**src/rtl/conf_sram_bridge_pkg.sv**
```systemverilog
// Shared size encodings, response word layout and lane helpers for the CPU-to-conf bridge.
package conf_sram_bridge_pkg;

  typedef enum logic [1:0] {
    SZ_BYTE = 2'd0,
    SZ_HALF = 2'd1,
    SZ_WORD = 2'd2,
    SZ_RSVD = 2'd3
  } size_e;

  typedef struct packed {
    logic        err;
    logic [31:0] rdata;
  } resp_t;

  function automatic logic size_bad(input size_e size, input logic [1:0] off);
    return (size == SZ_RSVD) || ((size == SZ_HALF) && off[0]) ||
           ((size == SZ_WORD) && (off != 2'b00));
  endfunction

  function automatic logic [3:0] byte_en(input size_e size, input logic [1:0] off);
    logic [3:0] be;
    case (size)
      SZ_BYTE: be = 4'b0001 << off;
      SZ_HALF: be = 4'b0011 << off;
      default: be = 4'b1111;
    endcase
    return be;
  endfunction

  function automatic logic [31:0] wdata_rep(input size_e size, input logic [31:0] wdata);
    logic [31:0] rep;
    case (size)
      SZ_BYTE: rep = {4{wdata[7:0]}};
      SZ_HALF: rep = {2{wdata[15:0]}};
      default: rep = wdata;
    endcase
    return rep;
  endfunction

endpackage

```
**src/rtl/conf_resp_fifo.sv**
```systemverilog
// Sync FIFO with wrap-bit pointers; head is combinational (zero latency from write to visibility next cycle).
// Push is dropped when full unless a pop frees a slot in the same cycle.
module conf_resp_fifo #(
  parameter int WIDTH = 33,
  parameter int DEPTH = 2
) (
  input  logic             clk,
  input  logic             reset,
  input  logic             push,
  input  logic [WIDTH-1:0] push_dat,
  input  logic             pop,
  output logic [WIDTH-1:0] head_dat,
  output logic             empty
);
  localparam int AW = $clog2(DEPTH);

  logic [AW:0]      wr_ptr_q, wr_ptr_d, rd_ptr_q, rd_ptr_d;
  logic [WIDTH-1:0] mem_q [DEPTH];
  logic [WIDTH-1:0] mem_d [DEPTH];
  logic             full, do_push, do_pop;

  always_comb begin
    empty    = (wr_ptr_q == rd_ptr_q);
    full     = (wr_ptr_q[AW] != rd_ptr_q[AW]) && (wr_ptr_q[AW-1:0] == rd_ptr_q[AW-1:0]);
    do_pop   = pop && !empty;
    do_push  = push && (!full || do_pop);
    mem_d    = mem_q;
    wr_ptr_d = wr_ptr_q;
    rd_ptr_d = rd_ptr_q;
    if (do_push) begin
      mem_d[wr_ptr_q[AW-1:0]] = push_dat;
      wr_ptr_d                = wr_ptr_q + (AW+1)'(1);
    end
    if (do_pop) begin
      rd_ptr_d = rd_ptr_q + (AW+1)'(1);
    end
  end

  assign head_dat = mem_q[rd_ptr_q[AW-1:0]];

  always_ff @(posedge clk) begin
    if (!reset) begin
      wr_ptr_q <= '0;
      rd_ptr_q <= '0;
      for (int i = 0; i < DEPTH; i++) begin
        mem_q[i] <= '0;
      end
    end else begin
      wr_ptr_q <= wr_ptr_d;
      rd_ptr_q <= rd_ptr_d;
      mem_q    <= mem_d;
    end
  end

endmodule

```
**src/rtl/conf_sram_bridge.sv**
```systemverilog
// CPU SRAM-like to conf bus bridge: accept at T, conf_en at T+1, rdata captured T+2, response visible T+3.
// Accepts stall once RESP_DEPTH ops are in flight or queued; responses wait on data_rready.
module conf_sram_bridge
  import conf_sram_bridge_pkg::*;
#(
  parameter int          RESP_DEPTH = 2,
  parameter logic [31:0] ADDR_MASK  = 32'h0000_ffff
) (
  input  logic        clk,
  input  logic        reset,
  input  logic        data_req,
  input  logic        data_wr,
  input  logic [1:0]  data_size,
  input  logic [31:0] data_addr,
  input  logic [31:0] data_wdata,
  output logic        data_addr_ok,
  output logic        data_data_ok,
  input  logic        data_rready,
  output logic [31:0] data_rdata,
  output logic        data_err,
  output logic        conf_en,
  output logic [3:0]  conf_wen,
  output logic [31:0] conf_addr,
  output logic [31:0] conf_wdata,
  input  logic [31:0] conf_rdata
);
  localparam int CW = $clog2(RESP_DEPTH) + 1;

  logic          s1_vld_q, s1_vld_d, s1_err_q, s1_err_d, s1_wr_q, s1_wr_d;
  logic [3:0]    s1_wen_q, s1_wen_d;
  logic [31:0]   s1_addr_q, s1_addr_d, s1_wdata_q, s1_wdata_d;
  logic          s2_vld_q, s2_vld_d, s2_err_q, s2_err_d, s2_wr_q, s2_wr_d;
  logic [CW-1:0] credit_q, credit_d;
  resp_t         last_q, last_d, push_resp, head_resp;
  logic          accept, req_bad, pop, fifo_empty;

  // Credits count everything between accept and pop, so the FIFO can never overflow.
  assign accept       = data_req && (credit_q < CW'(RESP_DEPTH));
  assign data_addr_ok = accept;

  always_comb begin
    req_bad    = size_bad(size_e'(data_size), data_addr[1:0]);
    s1_vld_d   = accept;
    s1_err_d   = s1_err_q;
    s1_wr_d    = s1_wr_q;
    s1_wen_d   = 4'b0000;
    s1_addr_d  = s1_addr_q;
    s1_wdata_d = s1_wdata_q;
    if (accept) begin
      s1_err_d   = req_bad;
      s1_wr_d    = data_wr;
      s1_wen_d   = (data_wr && !req_bad) ? byte_en(size_e'(data_size), data_addr[1:0]) : 4'b0000;
      s1_addr_d  = data_addr & ADDR_MASK & 32'hffff_fffc;
      s1_wdata_d = wdata_rep(size_e'(data_size), data_wdata);
    end
    s2_vld_d        = s1_vld_q;
    s2_err_d        = s1_err_q;
    s2_wr_d         = s1_wr_q;
    push_resp.err   = s2_err_q;
    push_resp.rdata = (s2_err_q || s2_wr_q) ? 32'h0 : conf_rdata;
    pop             = !fifo_empty && data_rready;
    credit_d        = credit_q + CW'(accept) - CW'(pop);
    last_d          = pop ? head_resp : last_q;
  end

  always_ff @(posedge clk) begin
    if (!reset) begin
      s1_vld_q   <= 1'b0;
      s1_err_q   <= 1'b0;
      s1_wr_q    <= 1'b0;
      s1_wen_q   <= '0;
      s1_addr_q  <= '0;
      s1_wdata_q <= '0;
      s2_vld_q   <= 1'b0;
      s2_err_q   <= 1'b0;
      s2_wr_q    <= 1'b0;
      credit_q   <= '0;
      last_q     <= '0;
    end else begin
      s1_vld_q   <= s1_vld_d;
      s1_err_q   <= s1_err_d;
      s1_wr_q    <= s1_wr_d;
      s1_wen_q   <= s1_wen_d;
      s1_addr_q  <= s1_addr_d;
      s1_wdata_q <= s1_wdata_d;
      s2_vld_q   <= s2_vld_d;
      s2_err_q   <= s2_err_d;
      s2_wr_q    <= s2_wr_d;
      credit_q   <= credit_d;
      last_q     <= last_d;
    end
  end

  conf_resp_fifo #(
    .WIDTH ($bits(resp_t)),
    .DEPTH (RESP_DEPTH)
  ) u_resp_fifo (
    .clk      (clk),
    .reset    (reset),
    .push     (s2_vld_q),
    .push_dat (push_resp),
    .pop      (pop),
    .head_dat (head_resp),
    .empty    (fifo_empty)
  );

  assign conf_en      = s1_vld_q;
  assign conf_wen     = s1_wen_q;
  assign conf_addr    = s1_addr_q;
  assign conf_wdata   = s1_wdata_q;
  assign data_data_ok = !fifo_empty;
  // With the FIFO empty the outputs fall back to the last popped response.
  assign data_rdata   = fifo_empty ? last_q.rdata : head_resp.rdata;
  assign data_err     = fifo_empty ? last_q.err : head_resp.err;

endmodule

```
**config.mk**
```make
export PLATFORM = sky130hd
export DESIGN_NAME = conf_sram_bridge
export DESIGN_NICKNAME = d
export VERILOG_FILES = /design/src/rtl/conf_sram_bridge_pkg.sv /design/src/rtl/conf_resp_fifo.sv /design/src/rtl/conf_sram_bridge.sv
export SDC_FILE = /design/constraint.sdc
export NUM_CORES = 1
export LEC_CHECK = 0
export CORE_ASPECT_RATIO = 1.25
export CORE_MARGIN = 2
export CORE_UTILIZATION = 53
export DETAILED_ROUTE_END_ITERATION = 16
export PLACE_DENSITY = 0.86
export SYNTH_ARGS = -nofsm -noshare
export SYNTH_HDL_FRONTEND = slang
export SYNTH_HIERARCHICAL = 1
export SYNTH_SLANG_ARGS = --single-unit
```
**constraint.sdc**
```tcl
create_clock -name clk -period 7.18 [get_ports clk]
set_input_delay 0.718 -clock clk [delete_from_list [all_inputs] [get_ports clk]]
set_output_delay 0.718 -clock clk [all_outputs]
set_load 0.01 [all_outputs]
```
==> run metrics <==
max incr delay on CP 1020 ps; Comb power frac 20.9%; Psw 658 uW; initial antenna violation count 0; PD cells 252 nW/um2; largest net degree at the start of global routing 100; Pleak 3.72 nW; DRT Pass-1 Iters 4; post-layout util 68.4%; Critical Path Fanout Max 40; Pins Over Slew Limit 0; Syn. warnings 6; IO buf count 172; Worst Hold Class reg -> reg; Worst Max-Slew Pin Slew 1130 ps; total global routing track utilization 22.7%; Area Overhead vs Synth 27.5%; DRT iter0 DRCs 271; RSZ-0062 raised after global routing false; largest family of logic cells by synthesized area multiplexers; Max-Slew Margin vs Limit 24.3%; crit start category register; fillcell total 1,096; cell count after synthesis 822; Post-Synthesis Cell Area 7630 um2; Post-CTS Setup Repair Bufs 0; f_max 246 MHz; Tcrit/Tclk final 56.7%; WL/cell 15.4 um; core area 14,200 um2; setup violators final 0; final count of hold timing violations 0; Die W 111 um; layout cells sized above 1 11.9%; register bit total from synthesis 161; fraction of registers with async set or reset after synthesis 0%; Initial Util 53.6%; Root Driver clkbuf_16; worst-path cell chain xor2_1 -> nor2_4 -> buf_4 -> mux2_2 -> clkdlybuf4s50_1; Post-Synth XOR/XNOR Area 0.672%; DIE AREA 15,400 um2; simple-gate share of the synthesized area 16.6%; largest area contributor in the netlist dfxtp_1; first-pass GRT wire length 28.4 mm; adder-cell share of the synthesized area 0.328%; Yosys cell types 46; clock share of power 37.9%; VDD IR-drop max 0.000214 V; Rows 49; Worst Setup End Kind primary output; Reg power frac 41.3%; Worst-path clk slew 60 ps; Die Ht 138 um; WS Path Type reg -> out; crit path time final 4070 ps; Slowest-stage cell, CP dfxtp_2; ranking of synthesized cells by area dfxtp_1, nand2_1, mux2i_1; # hold bufs at CTS 0; vias 5,937; CP Data Arrival Time 3350 ps; post-synthesis mux area share 19.8%; max_cap viols 0; Internal 1.79 mW; dpl hpwl 11.4 mm; Seq/Total Area, Yosys 42.2%; crit path buf inv count 2; Critical Path RT 6460 ps; Switching Share 26.8%; TNS Setup 0 ps; total CTS buffers 17; vias in the first global route 5,812; TritonCTS clock tree built; # diodes 0; antenna viol nets, final 0; clock latency on the worst-skew pair 420 ps; compound-gate portion of the synthesized area 12.2%; H-tree Lvls 4; number of synthesized flops with an enable pin 0; cell family with most CP delay flip-flops; Syn Area/Cell 9.28 um2; DR vias/cell 5.18; post-cts sizing count 0; gp weighted congestion 0.741; ys flop type dfxtp_1; status complete, no violations; drt drc 0; Final Skew 5.76 ps; clk sink count 161; Clock Path Buffers 2; Final #Nets 1,061; GR Overflow Total 0; Synth top area share 42.2%; Total Routed Length 17.7 mm; I/O Pins 207
final timing paths:
check	from	end	slack, ps	depth (start not counted)
min	conf_wdata[1]$_SDFFE_PN0P_	conf_wdata[1]$_SDFFE_PN0P_	450	2
min reg2reg	conf_wdata[1]$_SDFFE_PN0P_	conf_wdata[1]$_SDFFE_PN0P_	450	2
max	u_resp_fifo/rd_ptr_q[0]$_SDFFE_PN0P_	data_rdata[30]	3110	5
max reg2reg	u_resp_fifo/rd_ptr_q[0]$_SDFFE_PN0P_	u_resp_fifo/mem_q[63]$_SDFFE_PN0P_	3130	9
worst register-to-register path, stage by stage (launching register included):
cell      delay [ps]
dfxtp_2         1020
xor2_1           300
nor2_4           140
nand2b_1         190
buf_4            270
inv_4            420
inv_1            240
a31oi_4          680
buf_4            470
mux2i_1          260
cell usage after synthesis, types with 2 or more instances:
cell type,count
a21boi_1,39
dfxtp_1,161
nand2b_1,3
nor3_1,2
buf_6,14
a21oi_1,3
o211a_1,8
clkbuf_1,21
buf_2,16
inv_1,6
and2_1,38
mux2_2,66
a2111oi_4,2
a31oi_1,17
o21ai_1,3
a21o_1,8
nor2_1,4
nand2_1,240
o21ai_0,22
a21boi_0,19
xnor2_1,2
mux2i_1,77
buf_12,3
buf_4,24
xor2_1,2
ha_1,2
logic make-up (layout without fill, tap and decap cells):
family / count (synthesis) / after routing
buffers and inverters: 88 / 217
adder cells (fa/ha/maj): 2 / 2
other: 1 / 18
XOR/XNOR: 5 / 5
flip-flops: 161 / 161
AND/OR/NAND/NOR: 296 / 296
AO/OA/AOI/OAI: 126 / 126
multiplexers: 143 / 143
routing by layer:
layer | GRT usage, % | wire [um]
met5 | 0 | 0
met4 | 6.89 | 272
met3 | 8.24 | 1220
met2 | 40.7 | 8930
met1 | 25.0 | 7230
cell usage in the layout, fill, tap and decap left out, types with 8 or more instances in the layout:
cell	synthesis	final
a21boi_0	19	19
a21boi_1	39	39
a21o_1	8	8
a31oi_1	17	16
and2_1	38	38
clkbuf_16	0	17
clkdlybuf4s50_1	0	171
conb_1	1	18
dfxtp_1	161	160
mux2_2	66	66
mux2i_1	77	77
nand2_1	240	240
o211a_1	8	8
o21ai_0	22	22
power groups by stage:
stage	combinational (mW)	sequential [mW]	clock (mW)
after CTS	0.518	1.01	0.940
after global placement	0.506	1.03	0
after floorplan	0.323	1.04	0
after global routing	0.558	1.02	0.982
after detailed placement	0.514	1.03	0
final	0.512	1.01	0.928
layout make-up:
cell class / instances / area (um2) / share of cell area (%)
Multi-Input combinational cell: 590 / 3880 / 39.9
Sequential cell: 161 / 3220 / 33.1
Timing Repair Buffer: 178 / 1760 / 18.1
Clock buffer: 20 / 437 / 4.49
Tap cell: 178 / 223 / 2.29
Clock inverter: 11 / 164 / 1.68
Inverter: 8 / 37.5 / 0.386
registers in the layout (all words and copies together), names as in the netlist, 2 cells and up:
name and count:
last_q 33, conf_wdata 32, u_resp_fifo/rd_ptr_q 2, credit_q 2, conf_wen 4, conf_addr 14
u_resp_fifo/wr_ptr_q 2, u_resp_fifo/mem_q 66
through the flow:
stage / power (mW) / cell area [um2] / hold WS, ps / std cells / setup WS (ps)
finish: 2.45 / 9730 / 450 / 1146 / 3110
global route: 2.56 / 9730 / 468 / 1146 / 2890
CTS: 2.47 / 9730 / 452 / 1146 / 3060
detailed placement: 1.54 / 9130 / 444 / 1115 / 3120
global placement: 1.53 / 9130 / 437 / 1115 / 3200
floorplan: 1.36 / 7690 / 430 / 839 / 4730
Note: power is estimated with default switching activity, not from simulation.
